**config.mk**
```make
export PLATFORM = sky130hd
export DESIGN_NAME = ex_mem_flat
export DESIGN_NICKNAME = d
export VERILOG_FILES = /design/src/rtl/cpu_types_pkg.sv /design/src/rtl/ex_mem_if.sv /design/src/rtl/ex_mem.sv /design/src/flat_wrapper.sv
export SDC_FILE = /design/constraint.sdc
export NUM_CORES = 1
export LEC_CHECK = 0
export ABC_AREA = 1
export CAP_MARGIN = 0
export CORE_AREA = 2 2 221 223
export DETAILED_ROUTE_END_ITERATION = 7
export DIE_AREA = 0 0 223 225
export PLACE_DENSITY = 0.55
export SLEW_MARGIN = 40
export SYNTH_ARGS = -nofsm -noshare
export SYNTH_HDL_FRONTEND = slang
export SYNTH_SLANG_ARGS = --single-unit
```
**constraint.sdc**
```tcl
create_clock -name CLK -period 1.31 [get_ports CLK]
set_input_delay 0.262 -clock CLK [delete_from_list [all_inputs] [get_ports CLK]]
set_output_delay 0.262 -clock CLK [all_outputs]
set_load 0.1 [all_outputs]
```
**src/rtl/cpu_types_pkg.sv**
```systemverilog
`default_nettype none
// ============================================================================
// Module  : cpu_types_pkg
// Brief   : Shared datapath types for the five-stage MIPS pipeline.
// Revision: 1.0  initial release
// ============================================================================
package cpu_types_pkg;

  localparam int WORD_W = 32;
  localparam int REG_W  = 5;

  typedef logic [WORD_W-1:0] word_t;
  typedef logic [REG_W-1:0]  regbits_t;
  typedef logic [5:0]        opcode_t;
  typedef logic [5:0]        funct_t;

  typedef enum logic [1:0] {
    EMPTY = 2'd0,
    WAIT  = 2'd1,
    VALID = 2'd2
  } exmem_state_t;

endpackage
`default_nettype wire

```
**src/rtl/ex_mem_if.sv**
```systemverilog
`default_nettype none
// ============================================================================
// Module  : ex_mem_if
// Brief   : Signal bundle between EX results, the data cache and mem_wrb.
// Revision: 1.0  initial release
// ============================================================================
interface ex_mem_if;
  import cpu_types_pkg::*;

  logic        en;
  logic        flush;
  word_t       instr_in;
  word_t       pc_in;
  word_t       pcplusfour_in;
  word_t       alu_portOut_in;
  word_t       rdat2_in;
  logic [15:0] imm_addr_in;
  regbits_t    wsel_in;
  regbits_t    shift_amt_in;
  regbits_t    reg_rs_in;
  regbits_t    reg_rt_in;
  opcode_t     opcode_in;
  funct_t      funct_in;
  logic        RegWr_in;
  logic        MemtoReg_in;
  logic        MemRead_in;
  logic        MemWrite_in;
  logic        jal_s_in;
  logic        lui_in;
  logic        halt_in;

  logic        dhit;
  word_t       dmemload;
  logic        dmemREN;
  logic        dmemWEN;
  word_t       dmemaddr;
  word_t       dmemstore;
  logic        stall_for_data;

  word_t       instr_out;
  word_t       pc_out;
  word_t       pcplusfour_out;
  word_t       alu_portOut_out;
  word_t       rdat2_out;
  logic [15:0] imm_addr_out;
  regbits_t    wsel_out;
  regbits_t    shift_amt_out;
  regbits_t    reg_rs_out;
  regbits_t    reg_rt_out;
  opcode_t     opcode_out;
  funct_t      funct_out;
  logic        RegWr_out;
  logic        MemtoReg_out;
  logic        jal_s_out;
  logic        lui_out;
  logic        halt_out;
  word_t       wdat_out;

  modport em (
    input  en, flush, instr_in, pc_in, pcplusfour_in, alu_portOut_in, rdat2_in,
           imm_addr_in, wsel_in, shift_amt_in, reg_rs_in, reg_rt_in, opcode_in,
           funct_in, RegWr_in, MemtoReg_in, MemRead_in, MemWrite_in, jal_s_in,
           lui_in, halt_in, dhit, dmemload,
    output dmemREN, dmemWEN, dmemaddr, dmemstore, stall_for_data,
           instr_out, pc_out, pcplusfour_out, alu_portOut_out, rdat2_out,
           imm_addr_out, wsel_out, shift_amt_out, reg_rs_out, reg_rt_out,
           opcode_out, funct_out, RegWr_out, MemtoReg_out, jal_s_out, lui_out,
           halt_out, wdat_out
  );

  modport tb (
    output en, flush, instr_in, pc_in, pcplusfour_in, alu_portOut_in, rdat2_in,
           imm_addr_in, wsel_in, shift_amt_in, reg_rs_in, reg_rt_in, opcode_in,
           funct_in, RegWr_in, MemtoReg_in, MemRead_in, MemWrite_in, jal_s_in,
           lui_in, halt_in, dhit, dmemload,
    input  dmemREN, dmemWEN, dmemaddr, dmemstore, stall_for_data,
           instr_out, pc_out, pcplusfour_out, alu_portOut_out, rdat2_out,
           imm_addr_out, wsel_out, shift_amt_out, reg_rs_out, reg_rt_out,
           opcode_out, funct_out, RegWr_out, MemtoReg_out, jal_s_out, lui_out,
           halt_out, wdat_out
  );

endinterface
`default_nettype wire

```
**src/rtl/ex_mem.sv**
```systemverilog
`default_nettype none
// ============================================================================
// Module  : ex_mem
// Brief   : EX/MEM pipeline register; issues D-cache requests and retires each
//           instruction to mem_wrb exactly once.
// Revision: 1.0  initial release
// ============================================================================
module ex_mem
  import cpu_types_pkg::*;
(
  input  wire logic CLK,
  input  wire logic RST,
  ex_mem_if.em      emif
);

  exmem_state_t st, st_next;

  word_t       instr_q, pc_q, pcplusfour_q, alu_portOut_q, rdat2_q;
  logic [15:0] imm_addr_q;
  regbits_t    wsel_q, shift_amt_q, reg_rs_q, reg_rt_q;
  opcode_t     opcode_q;
  funct_t      funct_q;
  logic        RegWr_q, MemtoReg_q, MemRead_q, MemWrite_q, jal_s_q, lui_q, halt_q;

  logic ld;
  logic ov;
  logic in_wait;

  assign in_wait             = (st == WAIT);
  assign emif.stall_for_data = in_wait & ~emif.dhit;
  assign ld                  = emif.en & ~emif.stall_for_data;
  assign ov                  = (st == VALID) | (in_wait & emif.dhit);

  always_ff @(posedge CLK) begin
    if (RST) st <= EMPTY;
    else     st <= st_next;
  end

  always_comb begin
    st_next = st;
    if (ld) begin
      if (emif.flush)                              st_next = EMPTY;
      else if (emif.MemRead_in | emif.MemWrite_in) st_next = WAIT;
      else                                         st_next = VALID;
    end else begin
      case (st)
        WAIT:    st_next = emif.dhit ? EMPTY : WAIT;
        VALID:   st_next = EMPTY;
        default: st_next = EMPTY;
      endcase
    end
  end

  // A flushed bubble only needs its control bits cleared; stale data is harmless.
  always_ff @(posedge CLK) begin
    if (RST) begin
      instr_q       <= '0;
      pc_q          <= '0;
      pcplusfour_q  <= '0;
      alu_portOut_q <= '0;
      rdat2_q       <= '0;
      imm_addr_q    <= '0;
      wsel_q        <= '0;
      shift_amt_q   <= '0;
      reg_rs_q      <= '0;
      reg_rt_q      <= '0;
      opcode_q      <= '0;
      funct_q       <= '0;
      RegWr_q       <= 1'b0;
      MemtoReg_q    <= 1'b0;
      MemRead_q     <= 1'b0;
      MemWrite_q    <= 1'b0;
      jal_s_q       <= 1'b0;
      lui_q         <= 1'b0;
      halt_q        <= 1'b0;
    end else if (ld) begin
      if (emif.flush) begin
        RegWr_q    <= 1'b0;
        MemtoReg_q <= 1'b0;
        MemRead_q  <= 1'b0;
        MemWrite_q <= 1'b0;
        jal_s_q    <= 1'b0;
        lui_q      <= 1'b0;
        halt_q     <= 1'b0;
      end else begin
        instr_q       <= emif.instr_in;
        pc_q          <= emif.pc_in;
        pcplusfour_q  <= emif.pcplusfour_in;
        alu_portOut_q <= emif.alu_portOut_in;
        rdat2_q       <= emif.rdat2_in;
        imm_addr_q    <= emif.imm_addr_in;
        wsel_q        <= emif.wsel_in;
        shift_amt_q   <= emif.shift_amt_in;
        reg_rs_q      <= emif.reg_rs_in;
        reg_rt_q      <= emif.reg_rt_in;
        opcode_q      <= emif.opcode_in;
        funct_q       <= emif.funct_in;
        RegWr_q       <= emif.RegWr_in;
        MemtoReg_q    <= emif.MemtoReg_in;
        MemRead_q     <= emif.MemRead_in;
        MemWrite_q    <= emif.MemWrite_in;
        jal_s_q       <= emif.jal_s_in;
        lui_q         <= emif.lui_in;
        halt_q        <= emif.halt_in;
      end
    end
  end

  assign emif.dmemREN   = in_wait & MemRead_q;
  assign emif.dmemWEN   = in_wait & MemWrite_q;
  assign emif.dmemaddr  = alu_portOut_q;
  assign emif.dmemstore = rdat2_q;

  assign emif.RegWr_out    = RegWr_q    & ov;
  assign emif.MemtoReg_out = MemtoReg_q & ov;
  assign emif.jal_s_out    = jal_s_q    & ov;
  assign emif.lui_out      = lui_q      & ov;
  assign emif.halt_out     = halt_q     & ov;

  assign emif.instr_out       = instr_q;
  assign emif.pc_out          = pc_q;
  assign emif.pcplusfour_out  = pcplusfour_q;
  assign emif.alu_portOut_out = alu_portOut_q;
  assign emif.rdat2_out       = rdat2_q;
  assign emif.imm_addr_out    = imm_addr_q;
  assign emif.wsel_out        = wsel_q;
  assign emif.shift_amt_out   = shift_amt_q;
  assign emif.reg_rs_out      = reg_rs_q;
  assign emif.reg_rt_out      = reg_rt_q;
  assign emif.opcode_out      = opcode_q;
  assign emif.funct_out       = funct_q;
  assign emif.wdat_out        = MemRead_q ? emif.dmemload : alu_portOut_q;

endmodule
`default_nettype wire

```
**src/flat_wrapper.sv**
```systemverilog
// flat-port wrapper written by rule: the top's interface ports become plain ports
module ex_mem_flat import cpu_types_pkg::*;
  (CLK, RST, emif_en, emif_flush, emif_instr_in, emif_pc_in, emif_pcplusfour_in, emif_alu_portOut_in, emif_rdat2_in, emif_imm_addr_in, emif_wsel_in, emif_shift_amt_in, emif_reg_rs_in, emif_reg_rt_in, emif_opcode_in, emif_funct_in, emif_RegWr_in, emif_MemtoReg_in, emif_MemRead_in, emif_MemWrite_in, emif_jal_s_in, emif_lui_in, emif_halt_in, emif_dhit, emif_dmemload, emif_dmemREN, emif_dmemWEN, emif_dmemaddr, emif_dmemstore, emif_stall_for_data, emif_instr_out, emif_pc_out, emif_pcplusfour_out, emif_alu_portOut_out, emif_rdat2_out, emif_imm_addr_out, emif_wsel_out, emif_shift_amt_out, emif_reg_rs_out, emif_reg_rt_out, emif_opcode_out, emif_funct_out, emif_RegWr_out, emif_MemtoReg_out, emif_jal_s_out, emif_lui_out, emif_halt_out, emif_wdat_out);
  ex_mem_if emif_i ();
  input  wire logic CLK;
  input  wire logic RST;
  input wire logic [$bits(emif_i.en)-1:0] emif_en;
  input wire logic [$bits(emif_i.flush)-1:0] emif_flush;
  input wire logic [$bits(emif_i.instr_in)-1:0] emif_instr_in;
  input wire logic [$bits(emif_i.pc_in)-1:0] emif_pc_in;
  input wire logic [$bits(emif_i.pcplusfour_in)-1:0] emif_pcplusfour_in;
  input wire logic [$bits(emif_i.alu_portOut_in)-1:0] emif_alu_portOut_in;
  input wire logic [$bits(emif_i.rdat2_in)-1:0] emif_rdat2_in;
  input wire logic [$bits(emif_i.imm_addr_in)-1:0] emif_imm_addr_in;
  input wire logic [$bits(emif_i.wsel_in)-1:0] emif_wsel_in;
  input wire logic [$bits(emif_i.shift_amt_in)-1:0] emif_shift_amt_in;
  input wire logic [$bits(emif_i.reg_rs_in)-1:0] emif_reg_rs_in;
  input wire logic [$bits(emif_i.reg_rt_in)-1:0] emif_reg_rt_in;
  input wire logic [$bits(emif_i.opcode_in)-1:0] emif_opcode_in;
  input wire logic [$bits(emif_i.funct_in)-1:0] emif_funct_in;
  input wire logic [$bits(emif_i.RegWr_in)-1:0] emif_RegWr_in;
  input wire logic [$bits(emif_i.MemtoReg_in)-1:0] emif_MemtoReg_in;
  input wire logic [$bits(emif_i.MemRead_in)-1:0] emif_MemRead_in;
  input wire logic [$bits(emif_i.MemWrite_in)-1:0] emif_MemWrite_in;
  input wire logic [$bits(emif_i.jal_s_in)-1:0] emif_jal_s_in;
  input wire logic [$bits(emif_i.lui_in)-1:0] emif_lui_in;
  input wire logic [$bits(emif_i.halt_in)-1:0] emif_halt_in;
  input wire logic [$bits(emif_i.dhit)-1:0] emif_dhit;
  input wire logic [$bits(emif_i.dmemload)-1:0] emif_dmemload;
  output wire logic [$bits(emif_i.dmemREN)-1:0] emif_dmemREN;
  output wire logic [$bits(emif_i.dmemWEN)-1:0] emif_dmemWEN;
  output wire logic [$bits(emif_i.dmemaddr)-1:0] emif_dmemaddr;
  output wire logic [$bits(emif_i.dmemstore)-1:0] emif_dmemstore;
  output wire logic [$bits(emif_i.stall_for_data)-1:0] emif_stall_for_data;
  output wire logic [$bits(emif_i.instr_out)-1:0] emif_instr_out;
  output wire logic [$bits(emif_i.pc_out)-1:0] emif_pc_out;
  output wire logic [$bits(emif_i.pcplusfour_out)-1:0] emif_pcplusfour_out;
  output wire logic [$bits(emif_i.alu_portOut_out)-1:0] emif_alu_portOut_out;
  output wire logic [$bits(emif_i.rdat2_out)-1:0] emif_rdat2_out;
  output wire logic [$bits(emif_i.imm_addr_out)-1:0] emif_imm_addr_out;
  output wire logic [$bits(emif_i.wsel_out)-1:0] emif_wsel_out;
  output wire logic [$bits(emif_i.shift_amt_out)-1:0] emif_shift_amt_out;
  output wire logic [$bits(emif_i.reg_rs_out)-1:0] emif_reg_rs_out;
  output wire logic [$bits(emif_i.reg_rt_out)-1:0] emif_reg_rt_out;
  output wire logic [$bits(emif_i.opcode_out)-1:0] emif_opcode_out;
  output wire logic [$bits(emif_i.funct_out)-1:0] emif_funct_out;
  output wire logic [$bits(emif_i.RegWr_out)-1:0] emif_RegWr_out;
  output wire logic [$bits(emif_i.MemtoReg_out)-1:0] emif_MemtoReg_out;
  output wire logic [$bits(emif_i.jal_s_out)-1:0] emif_jal_s_out;
  output wire logic [$bits(emif_i.lui_out)-1:0] emif_lui_out;
  output wire logic [$bits(emif_i.halt_out)-1:0] emif_halt_out;
  output wire logic [$bits(emif_i.wdat_out)-1:0] emif_wdat_out;
  assign emif_i.en = emif_en;
  assign emif_i.flush = emif_flush;
  assign emif_i.instr_in = emif_instr_in;
  assign emif_i.pc_in = emif_pc_in;
  assign emif_i.pcplusfour_in = emif_pcplusfour_in;
  assign emif_i.alu_portOut_in = emif_alu_portOut_in;
  assign emif_i.rdat2_in = emif_rdat2_in;
  assign emif_i.imm_addr_in = emif_imm_addr_in;
  assign emif_i.wsel_in = emif_wsel_in;
  assign emif_i.shift_amt_in = emif_shift_amt_in;
  assign emif_i.reg_rs_in = emif_reg_rs_in;
  assign emif_i.reg_rt_in = emif_reg_rt_in;
  assign emif_i.opcode_in = emif_opcode_in;
  assign emif_i.funct_in = emif_funct_in;
  assign emif_i.RegWr_in = emif_RegWr_in;
  assign emif_i.MemtoReg_in = emif_MemtoReg_in;
  assign emif_i.MemRead_in = emif_MemRead_in;
  assign emif_i.MemWrite_in = emif_MemWrite_in;
  assign emif_i.jal_s_in = emif_jal_s_in;
  assign emif_i.lui_in = emif_lui_in;
  assign emif_i.halt_in = emif_halt_in;
  assign emif_i.dhit = emif_dhit;
  assign emif_i.dmemload = emif_dmemload;
  assign emif_dmemREN = emif_i.dmemREN;
  assign emif_dmemWEN = emif_i.dmemWEN;
  assign emif_dmemaddr = emif_i.dmemaddr;
  assign emif_dmemstore = emif_i.dmemstore;
  assign emif_stall_for_data = emif_i.stall_for_data;
  assign emif_instr_out = emif_i.instr_out;
  assign emif_pc_out = emif_i.pc_out;
  assign emif_pcplusfour_out = emif_i.pcplusfour_out;
  assign emif_alu_portOut_out = emif_i.alu_portOut_out;
  assign emif_rdat2_out = emif_i.rdat2_out;
  assign emif_imm_addr_out = emif_i.imm_addr_out;
  assign emif_wsel_out = emif_i.wsel_out;
  assign emif_shift_amt_out = emif_i.shift_amt_out;
  assign emif_reg_rs_out = emif_i.reg_rs_out;
  assign emif_reg_rt_out = emif_i.reg_rt_out;
  assign emif_opcode_out = emif_i.opcode_out;
  assign emif_funct_out = emif_i.funct_out;
  assign emif_RegWr_out = emif_i.RegWr_out;
  assign emif_MemtoReg_out = emif_i.MemtoReg_out;
  assign emif_jal_s_out = emif_i.jal_s_out;
  assign emif_lui_out = emif_i.lui_out;
  assign emif_halt_out = emif_i.halt_out;
  assign emif_wdat_out = emif_i.wdat_out;
  ex_mem u_core (.CLK(CLK), .RST(RST), .emif(emif_i));
endmodule
```
==> results of run 1 <==
[logic make-up after synthesis]
kind of cell           count (synthesis)  share of synthesized area
AND/OR/NAND/NOR                      901                      0.330
AO/OA/AOI/OAI                         41                     0.0173
buffers and inverters                825                      0.288
flip-flops                           217                      0.365
[Yosys cell counts]
cell type	n
nand3_1	4
nand3b_1	5
buf_1	20
a21oi_1	7
clkbuf_1	56
buf_4	74
nor2_1	219
buf_6	1
o21ai_0	33
inv_1	635
inv_2	3
buf_2	36
nor3_1	1
dfxtp_1	217
nand2_1	463
a31oi_1	1
nand3_2	1
nand4_1	208
[critical path, stage by stage (launching register included)]
cell and delay [ns]:
dfxtp_4 0.36, buf_12 0.14, buf_4 0.15, buf_12 0.12
o21ai_4 0.13, buf_12 0.19
[flip-flops by register name, summed over array words and instances (netlist names), 2 cells and up]
| name | flops |
|---|---|
| u_core.emif.alu_portOut_out | 32 |
| u_core.emif.dmemstore | 32 |
| u_core.emif.instr_out | 32 |
| u_core.emif.pc_out | 32 |
| u_core.emif.pcplusfour_out | 32 |
| u_core.emif.imm_addr_out | 16 |
| u_core.emif.funct_out | 6 |
| u_core.emif.opcode_out | 6 |
| u_core.emif.reg_rs_out | 5 |
| u_core.emif.reg_rt_out | 5 |
| u_core.emif.shift_amt_out | 5 |
| u_core.emif.wsel_out | 5 |
| u_core.st | 2 |
[through the flow]
| stage | instance area [sq um] | setup slack [ns] | power, W |
|---|---|---|---|
| after CTS | 25100 | -0.653 | 0.0279 |
| after detailed placement | 22200 | -0.514 | 0.0192 |
| final | 26300 | -0.607 | 0.0282 |
| after global routing | 26300 | -0.654 | 0.0292 |
| after floorplan | 12600 | -0.192 | 0.0146 |
| after global placement | 22200 | -0.517 | 0.0191 |
[worst paths after layout]
kind | end | startpoint | slack (ns)
setup / recovery | emif_wdat_out[31] | u_core.MemRead_q$_SDFFE_PP0N_ | -0.61
setup reg to reg | u_core.emif.pcplusfour_out[17]$_SDFFE_PP0P_ | u_core.st[0]$_SDFF_PP0_ | -0.37
hold reg to reg | u_core.MemWrite_q$_SDFFE_PP0N_ | u_core.MemWrite_q$_SDFFE_PP0N_ | 0.49
hold / removal | u_core.MemRead_q$_SDFFE_PP0N_ | emif_en | 0.24
[final cells by class]
cell class	count	area (sq um)	area share
diodes	2	5.00	0.000191
clock buffers	42	866	0.0330
clock inverters	9	77.6	0.00295
inverters	638	2470	0.0943
multi-input cells	942	5670	0.216
flip-flops and latches	217	4780	0.182
well taps	615	769	0.0293
repair buffers	739	11600	0.443
[power by group through the flow]
stage | Clock, W | Sequential [W] | Combinational (W)
5_1_grt | 0.00837 | 0.00786 | 0.0130
6_report | 0.00787 | 0.00780 | 0.0125
3_5_place_dp | 0 | 0.00791 | 0.0113
3_3_place_gp | 0 | 0.00789 | 0.0112
4_1_cts | 0.00812 | 0.00781 | 0.0119
2_1_floorplan | 0 | 0.0108 | 0.00382
[layer usage]
layer  GRT usage  up-vias  share of wire
li1            -     6857              -
met1       0.228     6487           0.38
met2       0.389      520           0.53
met3      0.0402       90          0.068
met4      0.0548        2          0.024
met5           0        -        0.00024
[what timing repair did]
item / CTS / global route
cloned: 30 / 16
endpoints found under the setup margin: 429 / 528
pin swaps: 72 / 187
resized for setup: 324 / 412
setup buffers: 45 / 17
==> flow_metrics.env, run 1 <==
export IMPL_power_share_sequential=0.277
export IMPL_hold_viol=0
export IMPL_htree_num_levels=1
export IMPL_avgViaCountPerCell=4.36
export IMPL_p_sw_frac=0.407
export IMPL_antenna_left=0
export IMPL_avgRoutedWirePerCell_um=17.2
export IMPL_holdBufCountCts=0
export IMPL_die_w_um=223
export IMPL_dp_hpwl_um=36700
export IMPL_place_gp_congestion=0.816
export IMPL_clkTransAtPathRegs_ns=0.06
export IMPL_dr_pass1_iters=5
export IMPL_grt_pass1_vias=13500
export IMPL_p_switching_w=0.0115
export IMPL_fmax_mhz=522
export IMPL_arrival_ns=1.66
export IMPL_detail_route_iter0_violations=756
export IMPL_rows=80
export IMPL_io_pins=564
export IMPL_failed_checks="negative setup slack"
export IMPL_ff2ff_path_depth=11
export IMPL_tritoncts_num_buffers=28
export IMPL_n_fill_cell=4165
export IMPL_synthTopCellsByArea="dfxtp_1, inv_1, nand2_1"
export IMPL_grt_max_degree=74
export IMPL_fin_skew_ns=0.00959
export IMPL_final_core_util=0.552
export IMPL_avgSynthCellArea_sq_um=6.00
export IMPL_finalNonFillerCells=3204
export IMPL_clock_latency_ns=0.55
export IMPL_synth_top_area_share=0.365
export IMPL_maxSlewViolCount=0
export IMPL_power_density_nw_per_um2=1070
export IMPL_ys_ff_latch=217
export IMPL_status="complete, but fails checks"
export IMPL_cts_tree="done"
export IMPL_p_leak_nw=12.6
export IMPL_end_kind="output port"
export IMPL_drive_gt1_frac=0.445
export IMPL_min_path_type="primary input to flop"
export IMPL_core_sq_um=47500
export IMPL_portBuffers=563
export IMPL_start_util=0.251
export IMPL_ir_drop_mv=0.972
export IMPL_clock_path_buffers=3
export IMPL_synth_largest_area_cell="dfxtp_1"
export IMPL_worstPathRequired_ns=1.05
export IMPL_die_h_um=225
export IMPL_dp_cells=3066
export IMPL_setup_tns_ns=-92.22
export IMPL_synth_area_sq_um=11900
export IMPL_netlist_instances=1984
export IMPL_cp_max_fo=7
export IMPL_final_nets=2818
export IMPL_track_usage=0.203
export IMPL_worst_slack_ns=-0.607
export IMPL_worst_pin_slew_ns=0.377
export IMPL_synth_yosys_seq_area_share=0.365
export IMPL_combPwrFrac=0.444
export IMPL_cp_start_kind="flop"
export IMPL_hold_ws_ns=0.236
export IMPL_cts_sinks=217
export IMPL_final_common_cell="inv_1"
export IMPL_relSlewSlack=0.748
export IMPL_vias=14000
export IMPL_hold_path_cell_count=4
export IMPL_cts_root_buf="clkbuf_16"
export IMPL_layout_common_cells="inv_1, buf_12, nand2_1"
export IMPL_ys_types=18
export IMPL_finalCriticalPeriod_ns=1.92
export IMPL_p_int_w=0.0167
export IMPL_min_period_over_period=1.46
export IMPL_wl_um=55200
export IMPL_p_clk_frac=0.279
export IMPL_rsz0062_at_grt="yes"
export IMPL_grt_pass1_wl_um=79400
export IMPL_maxCapViolCount=0
export IMPL_grt_ovfl_total=0
export IMPL_synth_net_count=2236
export IMPL_setup_viol=528
export IMPL_yosys_warnings=0
export IMPL_syn_to_final_growth_pct=120
export IMPL_criticalPathCategory="flop to output port"
export IMPL_antenna_found_initial=3
export IMPL_die_area_sq_um=50200
export IMPL_route_detailed_drc=0
(Power assumes the default switching activity.)
==> run 2: changes to the inputs <==
Settings changed: SETUP_SLACK_MARGIN set to 0.5, SKIP_CTS_REPAIR_TIMING set to 1.
==> flow_metrics.env, run 2 (synthesis results as in run 1) <==
export IMPL_status="complete, but fails checks"
export IMPL_failed_checks="negative setup slack"
export IMPL_seq_area_sq_um=4790
export IMPL_design_area_sq_um=25600
export IMPL_clkTransAtPathRegs_ns=0.06
export IMPL_avgRoutedWirePerCell_um=16.7
export IMPL_grt_ovfl_total=0
export IMPL_grt_pass1_vias=13000
export IMPL_worst_pin_slew_ns=0.293
export IMPL_avgViaCountPerCell=4.29
export IMPL_vias=13800
export IMPL_ff2ff_path_depth=11
export IMPL_reg2reg_from="u_core.st[1]$_SDFF_PP0_"
export IMPL_min_path_type="primary input to flop"
export IMPL_hold_viol=0
export IMPL_rsz0062_at_grt="yes"
export IMPL_grt_max_degree=35
export IMPL_detail_route_iter0_violations=691
export IMPL_p_leak_nw=12.5
export IMPL_rows=80
export IMPL_end_kind="output port"
export IMPL_layout_common_cells="inv_1, buf_12, nand2_1"
export IMPL_die_h_um=225
export IMPL_dr_pass1_iters=5
export IMPL_portBuffers=563
export IMPL_die_w_um=223
export IMPL_place_gp_congestion=0.812
export IMPL_fmax_mhz=525
export IMPL_power_density_nw_per_um2=1080
export IMPL_clock_path_buffers=3
export IMPL_met1_length_um=21100
export IMPL_multiInputGateArea_sq_um=5300
export IMPL_ir_drop_mv=1.02
export IMPL_tritoncts_num_buffers=29
export IMPL_maxSlewViolCount=0
export IMPL_arrival_ns=1.64
export IMPL_drive_gt1_frac=0.404
export IMPL_cts_tree="done"
export IMPL_routed_top_layer="met5"
export IMPL_final_common_cell="inv_1"
export IMPL_core_sq_um=47500
export IMPL_track_usage=0.188
export IMPL_finalPower_w=0.0276
export IMPL_min_period_over_period=1.45
export IMPL_wl_met3_um=4120
export IMPL_antenna_left=0
export IMPL_cp_start_kind="flop"
export IMPL_n_fill_cell=4296
export IMPL_syn_to_final_growth_pct=115
export IMPL_cp_max_fo=14
export IMPL_grt_pass1_wl_um=74100
export IMPL_relSlewSlack=0.805
export IMPL_start_util=0.251
export IMPL_reg2reg_setup_slack_ns=-0.31
export IMPL_rr_endpoint="u_core.emif.reg_rs_out[1]$_SDFFE_PP0P_"
export IMPL_criticalPathCategory="flop to output port"
export IMPL_setup_viol=528
export IMPL_final_nets=2827
export IMPL_worstPathRequired_ns=1.05
export IMPL_cts_root_buf="clkbuf_16"
export IMPL_hold_path_endpoint="u_core.emif.imm_addr_out[5]$_SDFFE_PP0P_"
export IMPL_wl_um=53800
export IMPL_die_area_sq_um=50200
export IMPL_io_pins=564
export IMPL_hold_path_cell_count=5
export IMPL_dp_hpwl_um=38900
export IMPL_maxCapViolCount=0
export IMPL_cts_sinks=217
export IMPL_holdCritStartpoint="emif_en"
export IMPL_met2_length_um=26700
export IMPL_clock_latency_ns=0.57
export IMPL_fin_skew_ns=0.0214
export IMPL_worst_slack_ns=-0.595
export IMPL_route_detailed_drc=0
export IMPL_finalCriticalPeriod_ns=1.91
export IMPL_dp_worst_setup_slack_ns=-0.489
export IMPL_htree_num_levels=1
export IMPL_antenna_found_initial=7
export IMPL_placed_area_sq_um=22600
==> run 2: layout make-up <==
type / count / area share
Clock buffer: 44 / 0.0338
Timing Repair Buffer: 747 / 0.443
Clock inverter: 7 / 0.00166
Antenna cell: 4 / 0.000391
Sequential cell: 217 / 0.187
Inverter: 638 / 0.0967
Tap cell: 615 / 0.0301
Multi-Input combinational cell: 942 / 0.207
==> run 2: worst max path at each step <==
stage,to,from,cells past startpoint
2_1_floorplan,emif_wdat_out[19],u_core.MemRead_q$_SDFFE_PP0N_,3
3_3_place_gp,u_core.MemRead_q$_SDFFE_PP0N_,emif_dhit,8
3_5_place_dp,u_core.jal_s_q$_SDFFE_PP0N_,emif_dhit,8
4_1_cts,emif_wdat_out[3],u_core.MemRead_q$_SDFFE_PP0N_,4
5_1_grt,emif_wdat_out[1],u_core.MemRead_q$_SDFFE_PP0N_,4
6_report,emif_wdat_out[21],u_core.MemRead_q$_SDFFE_PP0N_,4
==> run 2: where the power goes <==
group | internal, W | switching, W | total (W)
sequential | 0.00712 | 0.000683 | 0.00781
combinational | 0.00473 | 0.00749 | 0.0122
clock | 0.00450 | 0.00311 | 0.00760
==> run 2: routing by layer <==
layer | GRT usage | up-vias
met1 | 0.211 | 6359
li1 | - | 6878
met4 | 0.0712 | 8
met3 | 0.0601 | 101
met5 | 0 | -
met2 | 0.334 | 446
==> run 2: per-stage QoR <==
step	hold WS (ns)	std cells	setup TNS, ns	utilization
floorplan	0.437	1984	-4.78	-
global placement	0.467	3087	-96.57	0.476
detailed placement	0.460	3087	-96.17	0.476
CTS	0.204	3138	-53.37	0.495
global route	0.252	3212	-119.07	0.538
finish	0.249	3214	-89.67	0.538
==> run 2: worst max-delay path: stages, from the launching register on <==
cell,delay [ns]
dfxtp_4,0.42
buf_12,0.19
buf_4,0.14
o21ai_4,0.14
buf_12,0.19
